File: src/rtl/uart_rx_if.sv
// Receive-side bundle of uart_rx: the serial line in, the received byte and status pulses out.
// master is the receiver's view; slave is the view of whoever drives the line and consumes bytes.
interface uart_rx_if;
  logic       i_rx_pin;
  logic [7:0] o_data_byte;
  logic       o_data_valid;
  logic       o_framing_err;
  logic       o_busy;

  modport master (
    input  i_rx_pin,
    output o_data_byte,
    output o_data_valid,
    output o_framing_err,
    output o_busy
  );

  modport slave (
    output i_rx_pin,
    input  o_data_byte,
    input  o_data_valid,
    input  o_framing_err,
    input  o_busy
  );
endinterface

File: src/rtl/uart_rx.sv
// 8-N-1 UART receiver: samples each bit once at mid-bit and reports each frame as either
// a one-cycle byte-valid pulse or a one-cycle framing-error pulse.
//
// state       | meaning
// S_IDLE      | line idle, waiting for rx_sync low
// S_START     | confirming the start bit at its midpoint
// S_DATA      | sampling 8 data bits, LSB first
// S_STOP      | sampling the stop bit
// S_WAIT_IDLE | framing error seen, waiting for the line to return high
module uart_rx #(
  parameter int CLK_FREQ     = 25_000_000,
  parameter int BAUD_RATE    = 115200,
  parameter int CLKS_PER_BIT = CLK_FREQ / BAUD_RATE
) (
  input  logic      clk,
  input  logic      reset,
  uart_rx_if.master bus
);

  localparam int CNT_W = $clog2(CLKS_PER_BIT);
  localparam logic [CNT_W-1:0] CNT_LAST = CNT_W'(CLKS_PER_BIT - 1);
  localparam logic [CNT_W-1:0] CNT_HALF = CNT_W'((CLKS_PER_BIT - 1) / 2);

  typedef enum logic [2:0] {
    S_IDLE,
    S_START,
    S_DATA,
    S_STOP,
    S_WAIT_IDLE
  } state_t;

  logic             r_sync1, r_sync2;
  state_t           r_state, w_state_nxt;
  logic [CNT_W-1:0] r_clk_cnt, w_clk_cnt_nxt;
  logic [2:0]       r_bit_cnt, w_bit_cnt_nxt;
  logic [7:0]       r_shift, w_shift_nxt;
  logic [7:0]       r_data_byte, w_data_byte_nxt;
  logic             r_data_valid, w_data_valid_nxt;
  logic             r_framing_err, w_framing_err_nxt;

  // The line idles high, so the synchronizer resets to 1 and cannot fake a start bit.
  always_ff @(posedge clk or negedge reset) begin
    if (!reset) begin
      r_sync1 <= 1'b1;
      r_sync2 <= 1'b1;
    end else begin
      r_sync1 <= bus.i_rx_pin;
      r_sync2 <= r_sync1;
    end
  end

  always_ff @(posedge clk or negedge reset) begin
    if (!reset) begin
      r_state       <= S_IDLE;
      r_clk_cnt     <= '0;
      r_bit_cnt     <= '0;
      r_shift       <= '0;
      r_data_byte   <= '0;
      r_data_valid  <= 1'b0;
      r_framing_err <= 1'b0;
    end else begin
      r_state       <= w_state_nxt;
      r_clk_cnt     <= w_clk_cnt_nxt;
      r_bit_cnt     <= w_bit_cnt_nxt;
      r_shift       <= w_shift_nxt;
      r_data_byte   <= w_data_byte_nxt;
      r_data_valid  <= w_data_valid_nxt;
      r_framing_err <= w_framing_err_nxt;
    end
  end

  always_comb begin
    w_state_nxt       = r_state;
    w_clk_cnt_nxt     = r_clk_cnt;
    w_bit_cnt_nxt     = r_bit_cnt;
    w_shift_nxt       = r_shift;
    w_data_byte_nxt   = r_data_byte;
    w_data_valid_nxt  = 1'b0;
    w_framing_err_nxt = 1'b0;
    case (r_state)
      S_IDLE: begin
        if (!r_sync2) begin
          w_clk_cnt_nxt = '0;
          w_state_nxt   = S_START;
        end
      end
      S_START: begin
        if (r_clk_cnt == CNT_HALF) begin
          if (!r_sync2) begin
            w_clk_cnt_nxt = '0;
            w_bit_cnt_nxt = '0;
            w_state_nxt   = S_DATA;
          end else begin
            w_state_nxt   = S_IDLE;
          end
        end else begin
          w_clk_cnt_nxt = r_clk_cnt + CNT_W'(1);
        end
      end
      S_DATA: begin
        if (r_clk_cnt == CNT_LAST) begin
          w_shift_nxt[r_bit_cnt] = r_sync2;
          w_clk_cnt_nxt          = '0;
          w_bit_cnt_nxt          = r_bit_cnt + 3'd1;
          if (r_bit_cnt == 3'd7) w_state_nxt = S_STOP;
        end else begin
          w_clk_cnt_nxt = r_clk_cnt + CNT_W'(1);
        end
      end
      S_STOP: begin
        if (r_clk_cnt == CNT_LAST) begin
          w_clk_cnt_nxt = '0;
          if (r_sync2) begin
            w_data_byte_nxt  = r_shift;
            w_data_valid_nxt = 1'b1;
            w_state_nxt      = S_IDLE;
          end else begin
            w_framing_err_nxt = 1'b1;
            w_state_nxt       = S_WAIT_IDLE;
          end
        end else begin
          w_clk_cnt_nxt = r_clk_cnt + CNT_W'(1);
        end
      end
      S_WAIT_IDLE: begin
        if (r_sync2) w_state_nxt = S_IDLE;
      end
      default: w_state_nxt = S_IDLE;
    endcase
  end

  assign bus.o_data_byte   = r_data_byte;
  assign bus.o_data_valid  = r_data_valid;
  assign bus.o_framing_err = r_framing_err;
  assign bus.o_busy        = (r_state != S_IDLE);

endmodule

File: src/flat_wrapper.sv
// flat-port wrapper written by rule: the top's interface ports become plain ports
module uart_rx_flat 
#(
  parameter int CLK_FREQ     = 25_000_000,
  parameter int BAUD_RATE    = 115200,
  parameter int CLKS_PER_BIT = CLK_FREQ / BAUD_RATE
)
  (clk, reset, bus_i_rx_pin, bus_o_data_byte, bus_o_data_valid, bus_o_framing_err, bus_o_busy);
  uart_rx_if bus_i ();
  input  logic clk;
  input  logic reset;
  input wire logic [$bits(bus_i.i_rx_pin)-1:0] bus_i_rx_pin;
  output wire logic [$bits(bus_i.o_data_byte)-1:0] bus_o_data_byte;
  output wire logic [$bits(bus_i.o_data_valid)-1:0] bus_o_data_valid;
  output wire logic [$bits(bus_i.o_framing_err)-1:0] bus_o_framing_err;
  output wire logic [$bits(bus_i.o_busy)-1:0] bus_o_busy;
  assign bus_i.i_rx_pin = bus_i_rx_pin;
  assign bus_o_data_byte = bus_i.o_data_byte;
  assign bus_o_data_valid = bus_i.o_data_valid;
  assign bus_o_framing_err = bus_i.o_framing_err;
  assign bus_o_busy = bus_i.o_busy;
  uart_rx #(.CLK_FREQ(CLK_FREQ), .BAUD_RATE(BAUD_RATE), .CLKS_PER_BIT(CLKS_PER_BIT)) u_core (.clk(clk), .reset(reset), .bus(bus_i));
endmodule
File: config.mk
export PLATFORM = sky130hd
export DESIGN_NAME = uart_rx_flat
export DESIGN_NICKNAME = d
export VERILOG_FILES = /design/src/rtl/uart_rx_if.sv /design/src/rtl/uart_rx.sv /design/src/flat_wrapper.sv
export SDC_FILE = /design/constraint.sdc
export NUM_CORES = 1
export LEC_CHECK = 0
export ABC_AREA = 0
export ABC_CLOCK_PERIOD_IN_PS = 2100
export BUFFER_PORTS_ARGS = -buffer_cell sky130_fd_sc_hd__buf_4
export CAP_MARGIN = 20
export CORE_UTILIZATION = 45
export DETAILED_ROUTE_END_ITERATION = 16
export SETUP_SLACK_MARGIN = 0.4
export SYNTH_ARGS = -nofsm -noshare
export SYNTH_HDL_FRONTEND = slang
export SYNTH_SLANG_ARGS = --single-unit
File: constraint.sdc
create_clock -name clk -period 2.1 [get_ports clk]
set_input_delay 0.21 -clock clk [delete_from_list [all_inputs] [get_ports clk]]
set_output_delay 0.21 -clock clk [all_outputs]
set_load 0.005 [all_outputs]
-- After elaboration in Yosys (flattened, before gate mapping)
Cells that the tools add are included.
Widths: inputs -> output; s select.
- flip-flop bits (word level): 34
- bits in latches: 0
- memory bits (writable): 0
- ROM bits: 0
- bits of input ports: 3
- logic and storage cells: 63
- memories kept: 0
- add/subtract/negate cells: 2
- multipliers: 0
- div/mod/pow operators: 0
- $lt $le $gt $ge: 2
- eq/ne operators: 14
- shift-type cells: 0
- muxes and demuxes: 26
- bitwise operators: 0
- reduce and logical (&&, ||, !) cells: 10
- operator list (cell ; count):
    $mux 3 ; 10
    $mux 8 ; 3
    $pmux 8 s3 ; 1
    $pmux 3 s5 ; 1
    $ne 2x1->1 const B ; 5
    $add 8x1->8 const B ; 1
    $bwmux 8 ; 1
    $eq 8x7->1 const B ; 1
    $eq 8x8->1 const B ; 1
    $mux 1 ; 7
    $eq 3x2->1 const B ; 2
    $eq 3x3->1 const B ; 2
    $pmux 3 s2 ; 1
    $reduce_and 6->1 ; 1
    $reduce_bool 3->1 ; 2
    $lt 3x4->1 const B ; 1
    $ne 2x2->1 const B ; 2
    $reduce_and 4->1 ; 1
    $add 3x1->3 const B ; 1
    $demux 1 s3 ; 1
    $eq 3x1->1 const B ; 1
    $ge 3x1->1 const B ; 1
    $logic_not 3->1 ; 1
    $reduce_and 3->1 ; 1
    5 further kinds ; 5

-- Logic depth before layout (Yosys ltp)
Gate-level depths: netlist of the first run.
- word-level depth: 5
- gate-level depth with buffers: 7
- depth with buffers taken out: 6

-- Worst setup path after synthesis of the first run
OpenSTA, ideal clock, no wires.
- path kind: reg2reg
- start: register u_core.r_clk_cnt[0]
- end: register u_core.r_shift[4]
- library setup time: 125 ps
- arrival: 1816 ps
- required time: 1975 ps
- slack: 159 ps
- cell stages (with the launch flop): 7
- buffers on the path: 0
- period minus slack after synthesis: 1941 ps
- cell sequence: dfrtp_1 > inv_1 > ha_1 > nand4_1 > nor4_4 > nor4b_1 > mux2_2
- word-level cells in the longest chain between the ends: 2
- RTL lines (item ; RTL line ; source):
    start, declared ; uart_rx.sv:34 ; logic [CNT_W-1:0] r_clk_cnt, w_clk_cnt_nxt;
    start signal, assigned ; uart_rx.sv:63 ; r_clk_cnt <= w_clk_cnt_nxt;
    $eq 8x8->1 ; uart_rx.sv:101 ; if (r_clk_cnt == CNT_LAST) begin
    $reduce_and 2->1 (no line) ; - ;
    end signal, assigned ; uart_rx.sv:65 ; r_shift <= w_shift_nxt;
    end, declared ; uart_rx.sv:36 ; logic [7:0] r_shift, w_shift_nxt;
No other way between the ends.
A chain may end at the register's enable or synchronous reset.

-- Worst setup path after layout of the first run
- start: register u_core.r_clk_cnt[5]
- end: register u_core.r_shift[5]
The elaborated chain is that of the path after synthesis.

==> results of run 1 <==
cell type report:
cell class	instances	area [sq um]	share of cell area (%)
well taps	48	60.06	2.581
clock inverters	3	21.27	0.9140
inverters	11	41.29	1.774
clock buffers	5	68.82	2.957
repair buffers	40	351.6	15.11
flip-flops and latches	34	853.3	36.67
multi-input cells	103	930.9	40.00
routing by layer:
metal | share of wire [%] | GRT usage (%) | vias up
li1 | - | - | 654
met1 | 42 | 24.62 | 710
met2 | 52 | 36.44 | 35
met3 | 4.0 | 4.821 | 7
met4 | 1.3 | 7.386 | 0
met5 | 0 | 0 | -
cells by family after synthesis:
family / count (synthesis) / share of synthesized area [%]
DFF: 34 / 49.74
adders and majority gates: 4 / 2.918
buffers and inverters: 20 / 5.470
muxes: 18 / 11.74
and+or+nand+nor: 47 / 16.34
AOI/OAI and AO/OA: 34 / 13.79
registers in the layout (all words and copies together) (netlist names), 3 cells and up:
name,flops
u_core.bus.o_data_byte,8
u_core.r_bit_cnt,3
u_core.r_clk_cnt,8
u_core.r_shift,8
u_core.r_state,3
what timing repair did:
action,CTS,global route
setup buffers,7,7
hold buffers,1,0
gates cloned,0,1
resized for setup,23,18
pin swaps,11,9
setup endpoints to repair,26,28
hold endpoints to repair,32,0
Yosys cell counts (all sizes together), types with 3 or more instances:
library cell	instances
o21ai	9
nor2	10
clkbuf	5
nand2	9
o211ai	3
buf	4
mux2	17
dfrtp	32
o31ai	5
o221ai	5
nand4	6
inv	11
ha	4
worst register-to-register path, delay by kind of cell, from the launching register on:
| family | cells | cell delay (ns) |
|---|---|---|
| and+or+nand+nor | 3 | 0.94 |
| DFF | 1 | 0.42 |
| muxes | 1 | 0.34 |
| buffers and inverters | 1 | 0.18 |
metrics by stage:
stage	hold WS [ns]	cell area, sq um	setup WS, ns
after floorplan	-0.08559	1744	0.2018
after global placement	0.1737	1938	0.1090
after detailed placement	0.1860	1938	0.06552
after CTS	0.02760	2193	0.1683
after global routing	0.02541	2327	0.05846
final	0.03279	2327	0.1194
power by group through the flow:
stage | combinational [mW] | sequential (mW) | clock (mW)
after floorplan | 0.00361 | 0.672 | 0
after global placement | 0.0173 | 0.675 | 0
after detailed placement | 0.0184 | 0.675 | 0
after CTS | 0.0199 | 0.663 | 0.491
after global routing | 0.0223 | 0.663 | 0.524
final | 0.0191 | 0.663 | 0.477
how the worst min path moves through the flow:
stage                            start                   endpoint  slack [ns]  cells after the start
final                     bus_i_rx_pin             u_core.r_sync1        0.03                      1
after global routing      bus_i_rx_pin             u_core.r_sync1        0.03                      1
after CTS                 bus_i_rx_pin             u_core.r_sync1        0.03                      1
after detailed placement         reset        u_core.r_clk_cnt[0]        0.19                      1
after global placement           reset        u_core.r_clk_cnt[0]        0.17                      1
after floorplan                  reset  u_core.bus.o_data_byte[0]       -0.09                      0
==> metrics.yaml, run 1 <==
ys_ff_latch: 34
syn-num-nets: 164
die_h_um: 63.74
hpwl_um: 2461
crit_chain: "or3b_4, nor4_4, buf_6, nand4_1, mux2_4"
synth_top_area_share_pct: 46.68
drt-total-wl_um: 3959
cts_sinks: 34
power_mw: 1.159
via_count: 1406
reg2reg_depth: 5
critical_path_class: "reg2reg"
skew_ns: 0.003025
worstSetupEndpointType: "flip-flop"
clockBufferDepth: 2
grt_first_pass_wirelength_um: 6417
hold_viol: 0
fin_util_pct: 63.57
grt_max_degree: 35
sw_frac_of_total_pct: 22.77
nFillCells: 314
ys_warn_count: 0
clockPowerShare_pct: 41.2
cts_buffers: 5
cp.depth: 5
dp_cells: 220
power.density_nw_per_um2: 498.2
start_util_pct: 46.86
worst-path-buf-inv: 1
area_growth_pct: 35.67
drive_gt1_share_pct: 44.39
crit_start: "u_core.r_clk_cnt[5]"
netSwitchingPower_uw: 263.9
fin_cells: 244
htree_levels: 2
p_leak_nw: 1.082
cp_top_family: "simple AND/OR/NAND/NOR gates"
syn_inst: 157
clkTransAtPathRegs_ns: 0.07
outcome: "complete, no violations"
drv_cap: 0
grt_overflow: 0
fmaxAchievable_mhz: 504.9
rows: 22
core_area_sq_um: 3661
r2r_slack_ns: 0.12
vias_per_cell: 5.762
setup_tns_ns: 0
crit_arrival_ns: 2.15
crit_path_max_fanout: 6
syn_area_sq_um: 1715
post_drt_wl_per_cell_um: 16.23
async_flop_share_pct: 100.0
drt-initial-drc-count: 59
clkLatencyLatePin_ns: 0.29
routabilityCongestion: 0.8262
synth_edf_count: 0
reg2reg_from: "u_core.r_clk_cnt[5]"
critPathRequiredTime_ns: 2.27
synth.distinct_cells: 43
crit_path_start_kind: "flip-flop"
p_int_uw: 895.4
fin_nets: 202
cpPeakStageDelay_ns: 0.46
synth-seq-area-share_pct: 49.74
grt_pass1_vias: 1393
maxSlewViolCount: 0
cp_slowest_cell: "or3b_4"
rsz0062_at_grt: "true"
rr_endpoint: "u_core.r_shift[5]"
synth_top_area_cell: "dfrtp_1"
io_pins: 14
peakVddDrop_mv: 0.4537
min_period_ns: 1.981
synthTopCellsByArea: "dfrtp_1, mux2_2, dfstp_2"
setup_viol: 0
cts_tree: "yes"
combPwrFrac_pct: 1.6
numPortBuffers: 13
clockRootBuffer: "clkbuf_8"
ys_dominant_reg_cell: "dfrtp_1"
ant_nets: 0
track_usage_pct: 20.74
worstHoldPathType: "in2reg"
tightest_slew_ns: 0.4376
final_cell_mix: "buf_4, dfrtp_1, mux2_4"
endpoint: "u_core.r_shift[5]"
post-route-period-util_pct: 94.31
drc: 0
antenna_found_initial: 0
design.die.area_sq_um: 4063
slew_headroom_pct: 70.83
synth_area_per_cell_sq_um: 10.93
seq_power_share_pct: 57.2
die_x_um: 63.74
num_antenna_cells: 0
first_pass_iters: 4
(Power assumes the default switching activity.)
==> inputs of run 2 (changes only) <==
Settings changed: REMOVE_ABC_BUFFERS from default to 1.
==> run 2 against run 1 <==
  * Setup slack better by 0.056 ns
  * Largest cell class unchanged
  * Largest power group unchanged
  * Clock-buffer cell count up 3
  * Clock skew up 0.0029 ns
  * Highest routed layer unchanged
  * Wire length up 5.7%
  * Maximum frequency up 2.9%
==> metrics.yaml, run 2 (synthesis gave the netlist of run 1 again) <==
place_area_sq_um: 1938
power.density_nw_per_um2: 499.7
clkTransAtPathRegs_ns: 0.07
grt_first_pass_wirelength_um: 6582
crit_path_max_fanout: 5
netSwitchingPower_uw: 246.1
tightest_slew_ns: 0.4209
area_growth_pct: 37.27
clockPowerShare_pct: 42.0
drt-total-wl_um: 4186
wl_met3_um: 195
final_cell_mix: "buf_4, dfrtp_1, mux2_4"
fin_nets: 204
reg2reg_depth: 8
wl_met2_um: 2138
grt_pass1_vias: 1440
worstHoldPathType: "in2reg"
min_period_ns: 1.925
track_usage_pct: 21.29
rr_endpoint: "u_core.r_shift[5]"
post-route-period-util_pct: 91.66
p_leak_nw: 1.119
hp-start: "bus_i_rx_pin"
hpwl_um: 2396
worstSetupEndpointType: "flip-flop"
combPwrFrac_pct: 1.6
io_pins: 14
sw_frac_of_total_pct: 20.92
met1_length_um: 1757
crit_arrival_ns: 2.09
post_drt_wl_per_cell_um: 17.02
hold_end: "u_core.r_sync1"
slew_headroom_pct: 71.94
num_antenna_cells: 0
grt_max_degree: 35
first_pass_iters: 4
via_count: 1422
maxSlewViolCount: 0
htree_levels: 2
numPortBuffers: 13
reg2reg_from: "u_core.r_clk_cnt[0]"
routabilityCongestion: 0.8401
setup_viol: 0
clkLatencyLatePin_ns: 0.28
drc: 0
grt_overflow: 0
core_area_sq_um: 3661
start_util_pct: 46.86
setup_tns_ns: 0
vias_per_cell: 5.780
cts_buffers: 5
hold_depth: 1
design.die.area_sq_um: 4063
rows: 22
clockRootBuffer: "clkbuf_8"
antenna_found_initial: 0
r2r_slack_ns: 0.18
ant_nets: 0
cts_sinks: 34
rsz0062_at_grt: "true"
final_area_sq_um: 2355
drive_gt1_share_pct: 44.44
hold_viol: 0
critical_path_class: "reg2reg"
fmaxAchievable_mhz: 519.5
p_int_uw: 930.5
critPathRequiredTime_ns: 2.27
outcome: "complete, no violations"
die_x_um: 63.74
highest_layer: "met4"
drt-initial-drc-count: 127
peakVddDrop_mv: 0.4847
drv_cap: 0
seq_power_share_pct: 56.4
skew_ns: 0.005893
crit_path_start_kind: "flip-flop"
clockBufferDepth: 2
cts_tree: "yes"
die_h_um: 63.74
fin_util_pct: 64.32
==> run 2: metrics by stage <==
| step | instances | setup WS, ns | hold WS [ns] | total power [mW] |
|---|---|---|---|---|
| 2_1_floorplan | 148 | -0.03210 | -0.08559 | 0.6750 |
| 4_1_cts | 241 | 0.1982 | 0.02866 | 1.189 |
| 3_3_place_gp | 223 | 0.06866 | 0.1781 | 0.6926 |
| 3_5_place_dp | 223 | -0.02538 | 0.1825 | 0.6931 |
| 6_report | 246 | 0.1752 | 0.03268 | 1.177 |
| 5_1_grt | 246 | 0.09458 | 0.02392 | 1.218 |
==> run 2: timing repair <==
item | in CTS | in global routing
resized for setup | 15 | 34
pin swaps | 8 | 9
hold buffers | 1 | 0
hold endpoints to repair | 32 | 0
setup endpoints to repair | 27 | 26
gates cloned | 0 | 1
buffers inserted | 9 | 4
==> run 2: cell type report <==
| class | count | area (sq um) |
|---|---|---|
| Sequential cell | 34 | 853.3 |
| Timing Repair Buffer | 42 | 374.1 |
| Multi-Input combinational cell | 103 | 935.9 |
| Clock buffer | 8 | 90.09 |
| Fill cell | 278 | 1306 |
| Inverter | 11 | 41.29 |
| Tap cell | 48 | 60.06 |
==> run 2: how the worst max path moves through the flow <==
| stage | startpoint | slack (ns) | end | cells past startpoint |
|---|---|---|---|---|
| after floorplan | u_core.r_clk_cnt[0] | -0.03 | u_core.r_shift[2] | 6 |
| after global placement | u_core.r_clk_cnt[0] | 0.07 | u_core.r_shift[2] | 6 |
| after detailed placement | u_core.r_clk_cnt[0] | -0.03 | u_core.r_shift[2] | 6 |
| after CTS | u_core.r_clk_cnt[2] | 0.20 | u_core.r_shift[5] | 5 |
| after global routing | u_core.r_clk_cnt[0] | 0.09 | u_core.r_shift[5] | 8 |
| final | u_core.r_clk_cnt[0] | 0.18 | u_core.r_shift[5] | 8 |
==> run 2: power groups by stage <==
stage,logic [mW],registers (mW),clock network (mW)
6_report,0.0183,0.664,0.495
5_1_grt,0.0222,0.663,0.533
4_1_cts,0.0196,0.663,0.506
3_5_place_dp,0.0181,0.675,0
3_3_place_gp,0.0176,0.675,0
2_1_floorplan,0.00174,0.673,0
==> run 2: critical path, cell delays in order, from the launching register on <==
cell	delay [ns]
dfrtp_1	0.39
inv_2	0.08
ha_4	0.13
nand4_1	0.08
buf_6	0.15
nor4_4	0.32
buf_4	0.21
nand4_1	0.12
mux2_4	0.33
==> run 2: routing by layer <==
layer,global-route usage [%],vias up
met5,0,-
met4,7.102,0
met3,6.071,10
met2,36.44,41
met1,25.52,713
li1,-,658
